==> src/rtl/pipelined_addsub_if.sv <==
// Operand/result stream bundle for pipelined_addsub.
// Handshake: a beat moves on a side at a rising edge where valid && ready are both high; valid
// must not depend on ready, and an offered beat with its data is held until it is taken.
interface pipelined_addsub_if #(
  parameter int WIDTH = 16
);
  logic             in_valid;
  logic             in_ready;
  logic [WIDTH-1:0] a;
  logic [WIDTH-1:0] b;
  logic             c_in;
  logic             sub;
  logic             out_valid;
  logic             out_ready;
  logic [WIDTH-1:0] s;
  logic             c_out;
  logic             ovf;

  modport master (
    output in_valid, a, b, c_in, sub, out_ready,
    input  in_ready, out_valid, s, c_out, ovf
  );

  modport slave (
    input  in_valid, a, b, c_in, sub, out_ready,
    output in_ready, out_valid, s, c_out, ovf
  );
endinterface

==> src/rtl/pipelined_addsub.sv <==
// Pipelined add/subtract: one CHUNK-bit ripple segment per stage, carry registered between stages.
// Optional ADDSUB_SAT_EN clamps the result to signed max/min on overflow.
module pipelined_addsub #(
  parameter int WIDTH = 16,
  parameter int CHUNK = 4
) (
  input logic                clock,
  input logic                reset,
  pipelined_addsub_if.slave  bus
);
  localparam int STAGES = WIDTH / CHUNK;

  logic             advance;
  logic [WIDTH-1:0] b_eff;
  logic             cin_eff;

  // Whole pipe moves together; a full output register that is not taken freezes every stage.
  assign advance      = !bus.out_valid || bus.out_ready;
  assign bus.in_ready = advance;
  assign b_eff        = bus.sub ? ~bus.b : bus.b;
  assign cin_eff      = bus.sub ? ~bus.c_in : bus.c_in;

  for (genvar k = 0; k < STAGES; k = k + 1) begin : g_stage
    logic [CHUNK-1:0]       a_c;
    logic [CHUNK-1:0]       b_c;
    logic                   ci;
    logic                   vi;
    logic [CHUNK:0]         sum;
    logic [(k+1)*CHUNK-1:0] s_nxt;
    logic [(k+1)*CHUNK-1:0] s_ld;
    logic [(k+1)*CHUNK-1:0] s_q;
    logic                   vld_q;
    logic                   carry_q;

    if (k == 0) begin : g_in
      assign a_c   = bus.a[CHUNK-1:0];
      assign b_c   = b_eff[CHUNK-1:0];
      assign ci    = cin_eff;
      assign vi    = bus.in_valid;
      assign s_nxt = sum[CHUNK-1:0];
    end else begin : g_in
      assign a_c   = g_stage[k-1].g_skew.a_q[CHUNK-1:0];
      assign b_c   = g_stage[k-1].g_skew.b_q[CHUNK-1:0];
      assign ci    = g_stage[k-1].carry_q;
      assign vi    = g_stage[k-1].vld_q;
      assign s_nxt = {sum[CHUNK-1:0], g_stage[k-1].s_q};
    end

    assign sum = {1'b0, a_c} + {1'b0, b_c} + {{CHUNK{1'b0}}, ci};

    always_ff @(posedge clock) begin
      if (reset) begin
        vld_q   <= 1'b0;
        carry_q <= 1'b0;
        s_q     <= '0;
      end else if (advance) begin
        vld_q   <= vi;
        carry_q <= sum[CHUNK];
        s_q     <= s_ld;
      end
    end

    if (k < STAGES - 1) begin : g_skew
      // Operand chunks not yet summed ride along, shrinking by one chunk per stage.
      logic [WIDTH-(k+1)*CHUNK-1:0] a_q;
      logic [WIDTH-(k+1)*CHUNK-1:0] b_q;
      logic [WIDTH-(k+1)*CHUNK-1:0] a_src;
      logic [WIDTH-(k+1)*CHUNK-1:0] b_src;

      if (k == 0) begin : g_src
        assign a_src = bus.a[WIDTH-1:CHUNK];
        assign b_src = b_eff[WIDTH-1:CHUNK];
      end else begin : g_src
        assign a_src = g_stage[k-1].g_skew.a_q[WIDTH-k*CHUNK-1:CHUNK];
        assign b_src = g_stage[k-1].g_skew.b_q[WIDTH-k*CHUNK-1:CHUNK];
      end

      assign s_ld = s_nxt;

      always_ff @(posedge clock) begin
        if (advance) begin
          a_q <= a_src;
          b_q <= b_src;
        end
      end
    end else begin : g_last
      logic ovf_nxt;
      logic ovf_q;

      assign ovf_nxt = (a_c[CHUNK-1] == b_c[CHUNK-1]) && (sum[CHUNK-1] != a_c[CHUNK-1]);

`ifdef ADDSUB_SAT_EN
      assign s_ld = !ovf_nxt ? s_nxt :
                    a_c[CHUNK-1] ? {1'b1, {(WIDTH-1){1'b0}}} : {1'b0, {(WIDTH-1){1'b1}}};
`else
      assign s_ld = s_nxt;
`endif

      always_ff @(posedge clock) begin
        if (reset) begin
          ovf_q <= 1'b0;
        end else if (advance) begin
          ovf_q <= ovf_nxt;
        end
      end
    end
  end

  assign bus.out_valid = g_stage[STAGES-1].vld_q;
  assign bus.s         = g_stage[STAGES-1].s_q;
  assign bus.c_out     = g_stage[STAGES-1].carry_q;
  assign bus.ovf       = g_stage[STAGES-1].g_last.ovf_q;
endmodule

==> src/flat_wrapper.sv <==
// flat-port wrapper written by rule: the top's interface ports become plain ports
module pipelined_addsub_flat 
#(
  parameter int WIDTH = 16,
  parameter int CHUNK = 4
)
  (clock, reset, bus_in_valid, bus_a, bus_b, bus_c_in, bus_sub, bus_out_ready, bus_in_ready, bus_out_valid, bus_s, bus_c_out, bus_ovf);
  pipelined_addsub_if #(.WIDTH(WIDTH)) bus_i ();
  input logic clock;
  input logic reset;
  input wire logic [$bits(bus_i.in_valid)-1:0] bus_in_valid;
  input wire logic [$bits(bus_i.a)-1:0] bus_a;
  input wire logic [$bits(bus_i.b)-1:0] bus_b;
  input wire logic [$bits(bus_i.c_in)-1:0] bus_c_in;
  input wire logic [$bits(bus_i.sub)-1:0] bus_sub;
  input wire logic [$bits(bus_i.out_ready)-1:0] bus_out_ready;
  output wire logic [$bits(bus_i.in_ready)-1:0] bus_in_ready;
  output wire logic [$bits(bus_i.out_valid)-1:0] bus_out_valid;
  output wire logic [$bits(bus_i.s)-1:0] bus_s;
  output wire logic [$bits(bus_i.c_out)-1:0] bus_c_out;
  output wire logic [$bits(bus_i.ovf)-1:0] bus_ovf;
  assign bus_i.in_valid = bus_in_valid;
  assign bus_i.a = bus_a;
  assign bus_i.b = bus_b;
  assign bus_i.c_in = bus_c_in;
  assign bus_i.sub = bus_sub;
  assign bus_i.out_ready = bus_out_ready;
  assign bus_in_ready = bus_i.in_ready;
  assign bus_out_valid = bus_i.out_valid;
  assign bus_s = bus_i.s;
  assign bus_c_out = bus_i.c_out;
  assign bus_ovf = bus_i.ovf;
  pipelined_addsub #(.WIDTH(WIDTH), .CHUNK(CHUNK)) u_core (.clock(clock), .reset(reset), .bus(bus_i));
endmodule
==> config.mk <==
export PLATFORM = sky130hd
export DESIGN_NAME = pipelined_addsub_flat
export DESIGN_NICKNAME = d
export VERILOG_FILES = /design/src/rtl/pipelined_addsub_if.sv /design/src/rtl/pipelined_addsub.sv /design/src/flat_wrapper.sv
export SDC_FILE = /design/constraint.sdc
export NUM_CORES = 1
export LEC_CHECK = 0
export ABC_AREA = 1
export CORE_MARGIN = 5
export CORE_UTILIZATION = 48
export DETAILED_ROUTE_END_ITERATION = 10
export HOLD_SLACK_MARGIN = 0.08
export PLACE_DENSITY = 0.75
export SYNTH_ARGS = -nofsm -noshare
export SYNTH_HDL_FRONTEND = slang
export SYNTH_SLANG_ARGS = --single-unit
==> constraint.sdc <==
create_clock -name clock -period 2.4 [get_ports clock]
set_clock_uncertainty 0.15 [all_clocks]
set_input_delay 0.48 -clock clock [delete_from_list [all_inputs] [get_ports clock]]
set_output_delay 0.48 -clock clock [all_outputs]
set_load 0.03 [all_outputs]
Yosys cells after proc, flatten, opt, wreduce, memory -nomap -nowiden:

Cells that the tools add are included.

* $add $sub $neg: 8
* equal/unequal tests: 2
* multiplexer cells: 2
* bitwise gates (word level): 2
* reduce and logical (&&, ||, !) cells: 3

Operator list (number)
* adder 4 x 4 -> 5 bit: 4
* adder 5 x 1 -> 5 bit: 4
* 2-to-1 mux 16 bit: 1
* NOT 16 bit: 1
* equality test 1 bit: 1
* logical AND 1 bit: 1
* logical NOT 1 bit: 1
* logical OR 1 bit: 1
* 2-to-1 mux 1 bit: 1
* != test 1 bit: 1
* NOT 1 bit: 1

* register bits after elaboration: 97
* bits of input ports: 38
* output and inout port bits: 20
* word-level logic and storage cells: 36

Logic depth before layout (Yosys ltp):

* depth after elaboration: 4
* gate-level depth with buffers: 11
* depth with buffers taken out: 9

Worst setup path after synthesis:

No wires, ideal clock.

* kind: input -> register
* start point: in bus_sub
* end point: reg u_core.g_stage[0].s_q[1]
* library setup time: 0.116 ns
* data arrival time: 2.014 ns
* required time: 2.134 ns
* path slack: 0.121 ns
* stages on the path: 8
* buffers on the path: 2
* cells stage by stage: buf_4 > buf_4 > xnor2_1 > fa_1 > inv_1 > fa_1 > o21ai_0 > nor2_1

* cells in the longest elaborated chain, start to end: 3
* elaborated cells between the ends (all ways): 4
* those cells by class: add/sub: 2; mux: 2

Ends and longest elaborated chain
* from (decl): line flat_wrapper.sv:15 `input wire logic [$bits(bus_i.sub)-1:0] bus_sub;`
* 2-to-1 mux 16 bit: line pipelined_addsub.sv:20 `assign b_eff = bus.sub ? ~bus.b : bus.b;`
* adder 4 x 4 -> 5 bit: line pipelined_addsub.sv:49 `assign sum = {1'b0, a_c} + {1'b0, b_c} + {{CHUNK{1'b0}}, ci};`
* adder 5 x 1 -> 5 bit (*): line pipelined_addsub.sv:49
* named net u_core.g_stage[0].sum[1]: line pipelined_addsub.sv:28 `logic [CHUNK:0] sum;`
* to (signal assigned): line pipelined_addsub.sv:59 `s_q <= s_ld;`
* to (decl): line pipelined_addsub.sv:31 `logic [(k+1)*CHUNK-1:0] s_q;`

The timed path passes the listed nets; every way through them passes the cells marked *.
A chain may end at the register's enable or synchronous reset.

Worst setup path after layout:

* start point: in bus_sub
* end point: reg u_core.g_stage[0].carry_q

* cells in the longest elaborated chain, start to end: 3
* elaborated cells between the ends (all ways): 4
* those cells by class: add/sub: 2; mux: 2

Ends and longest elaborated chain
* 2-to-1 mux 16 bit: line pipelined_addsub.sv:20
* adder 4 x 4 -> 5 bit: line pipelined_addsub.sv:49
* adder 5 x 1 -> 5 bit (*): line pipelined_addsub.sv:49
* to (signal assigned): line pipelined_addsub.sv:58 `carry_q <= sum[CHUNK];`
* to (decl): line pipelined_addsub.sv:33 `logic carry_q;`

Mark *: on every way between the ends. The rest lies on a longest branch, timed or not.

==> flow_summary.toml <==
[finish]
instances_no_fill = 515
finalCoreUtilization = 0.6116
num-fill-cells = 644
layout-drive-gt1-share = 0.06295
num-nets-final = 466
diodes = 0
area_delta_synth_final_pct = 22.88

[worst_setup_path]
end_kind = "register"
crit_arrival_ns = 2.26
r2r_start = "u_core.g_stage[2].g_skew.b_q[0]"
worstSetupStartpoint = "bus_sub"
worstPathMaxFanout = 3
start_kind = "input port"
worstSetupPathType = "in2reg"
worstPathRequired_ns = 2.49

[clock_network]
postCtsHoldBufs = 0
insertion_delay_ns = 0.35
cts-buffers-inserted = 9
cts-root-buf = "clkbuf_8"
cts_max_level = 3
cts_tree = "yes"
clkTransAtPathRegs_ns = 0.08
cts_sinks = 97
post-cts-setup-buffers = 0
cts_resized = 0
clockBufferDepth = 2

[logic_synthesis]
synth_area_leader_cell = "edfxtp_1"
synth_cells = 348
synth-seq-area-share = 0.6265
ys_top_cells_by_area = "edfxtp_1 (37%), dfxtp_1 (25%), nor2_1 (7.4%)"
syn-cell-area_mm2 = 0.003866
yosysTopAreaCellShare = 0.3728
ys_types = 23
syn_avg_cell_area_um2 = 11.11
synth_nets = 406
yosys_register_bits = 97
ys_warn_count = 0

[placed_design]
dp_slack_ns = -0.1366
port_buffers = 57
gp_congestion = 0.7840
dp_hpwl_mm = 4.409
dpl.cell_count = 499

[timing]
finalHoldViolCount = 0
slew-limit-headroom = 0.7603
worst_slack_ns = 0.2310
worst_pin_slew_ns = 0.3595
setup_viol = 0
slew_viol_final = 0
max_freq_mhz = 461.0
rsz0062_at_grt = "no"
period_needed_ns = 2.169
finalCritPeriodShare = 0.9037

[grt]
grt_pass1_wl_mm = 10.65
antenna_found_initial = 0
grt_pass1_vias = 2436
overflow = 0
grt_max_degree = 56
grt.total_usage = 0.1323

[floorplanning]
dieArea_mm2 = 0.009949
row_count = 32
coreArea_mm2 = 0.007767
die_x_um = 99.75
ioPinCount = 58
initial_core_util = 0.4977
die_y_um = 99.75

[outcome]
status = "finished clean"

[drt]
viasPerCell = 4.839
via_count = 2492
wl_mm = 6.244
route.detailed.drc = 0
drt-pass1-iter-count = 4
wl_per_cell_um = 12.12
ant_nets = 0
first_iter_violations = 112

[pwr]
p_sw_uw = 903.0
power_uw = 3548
power_density_mw_per_mm2 = 746.7
power_frac_comb = 0.165
netSwitchingFraction = 0.2545
power_frac_seq = 0.565
p_leak_uw = 0.002034
p_int_uw = 2645
ir_worst_vdd_uv = 397.1
p_clk_frac = 0.269

[flow_run]
cap_violations = 0

[worst_hold_path]
min_from = "u_core.g_stage[0].g_skew.a_q[7]"
hold_class = "reg2reg"
## final cells by class
type / count / area [µm²] / area share
Clock buffer: 12 / 156.4 / 0.03292
Clock inverter: 4 / 27.53 / 0.005794
Inverter: 22 / 83.83 / 0.01765
Sequential cell: 97 / 2422 / 0.5099
Timing Repair Buffer: 65 / 678.2 / 0.1427
Tap cell: 102 / 127.6 / 0.02686
Multi-Input combinational cell: 213 / 1255 / 0.2642
## state kept, by name, summed over array words and instances, names as in the netlist
name                       flops
u_core.g_stage.vld_q           3
u_core.g_stage.g_skew.a_q     24
u_core.bus.s                  16
u_core.g_stage.s_q            24
u_core.bus.c_out               1
u_core.g_stage.carry_q         3
u_core.bus.ovf                 1
u_core.bus.out_valid           1
u_core.g_stage.g_skew.b_q     24
## through the flow
step,hold WS (ns),TNS (ns),instance area (µm²)
after global routing,0.2846,0,4751
after CTS,0.2756,0,4751
final,0.2732,0,4751
after detailed placement,0.2545,-0.3815,4567
after global placement,0.2517,-0.1518,4567
after floorplan,0.2503,0,3866
## worst max-delay path, cell delays in order
cell and delay (ns):
clkdlybuf4s50_1 0.46, xnor2_1 0.23, fa_1 0.21, inv_1 0.07
fa_1 0.41, a21oi_1 0.17, nor2_1 0.05, nor3_1 0.13
nor2_1 0.06
## logic make-up (layout without fill, tap and decap cells)
kind of cell    after synthesis  in the layout  synth area share
xor+xnor                     21             21           0.04757
compound gates               67             67           0.08867
fa+ha+maj                    20             20           0.08026
flops                        97             97            0.6265
buf+inv                      38            103           0.04886
simple gates                105            105            0.1081
## routing by layer
metal	vias up	GRT usage	routed length [µm]
met2	53	0.2078	2862
met3	8	0.03226	316
met5	-	0	0
li1	1280	-	-
met4	0	0.06197	95
met1	1151	0.1723	2969
## synthesized netlist by cell type
library cell  count
o21bai_1          3
fa_1              8
nand2_1          16
xor2_1           16
buf_2             7
clkbuf_1          2
inv_1            20
buf_1             1
nor3_1            2
nand4_1           1
xnor2_1           5
edfxtp_1         48
a21oi_1          18
nand3_1           9
dfxtp_1          49
buf_6             4
ha_1             12
o21ai_1           7
o21ai_0          39
nor2_1           76
inv_2             2
buf_4             2
nor2_4            1
## final timing paths
check	cells after the start	slack, ns	end
max	9	0.23	u_core.g_stage[0].carry_q
max reg2reg	6	0.46	u_core.bus.c_out
min	0	0.27	u_core.g_stage[1].g_skew.a_q[3]
min reg2reg	0	0.27	u_core.g_stage[1].g_skew.a_q[3]
## layout by cell type (no fill, tap or decap), drive strengths merged, types with 3 or more instances in the layout
cell / n
o21bai: 3
nand3: 9
dfxtp: 49
buf: 9
nand2: 16
edfxtp: 48
nor2: 77
xnor2: 5
clkdlybuf4s50: 56
clkbuf: 12
fa: 8
xor2: 16
o21ai: 46
clkinv: 5
ha: 12
a21oi: 18
inv: 21
## power by group through the flow
| stage | sequential, µW | clock [µW] | combinational (µW) |
|---|---|---|---|
| global route | 2030 | 1060 | 657 |
| detailed placement | 2040 | 0 | 590 |
| finish | 2000 | 956 | 587 |
| floorplan | 2100 | 0 | 297 |
| CTS | 2010 | 985 | 592 |
| global placement | 2040 | 0 | 564 |
No activity file was read; power rests on OpenSTA's default activity.
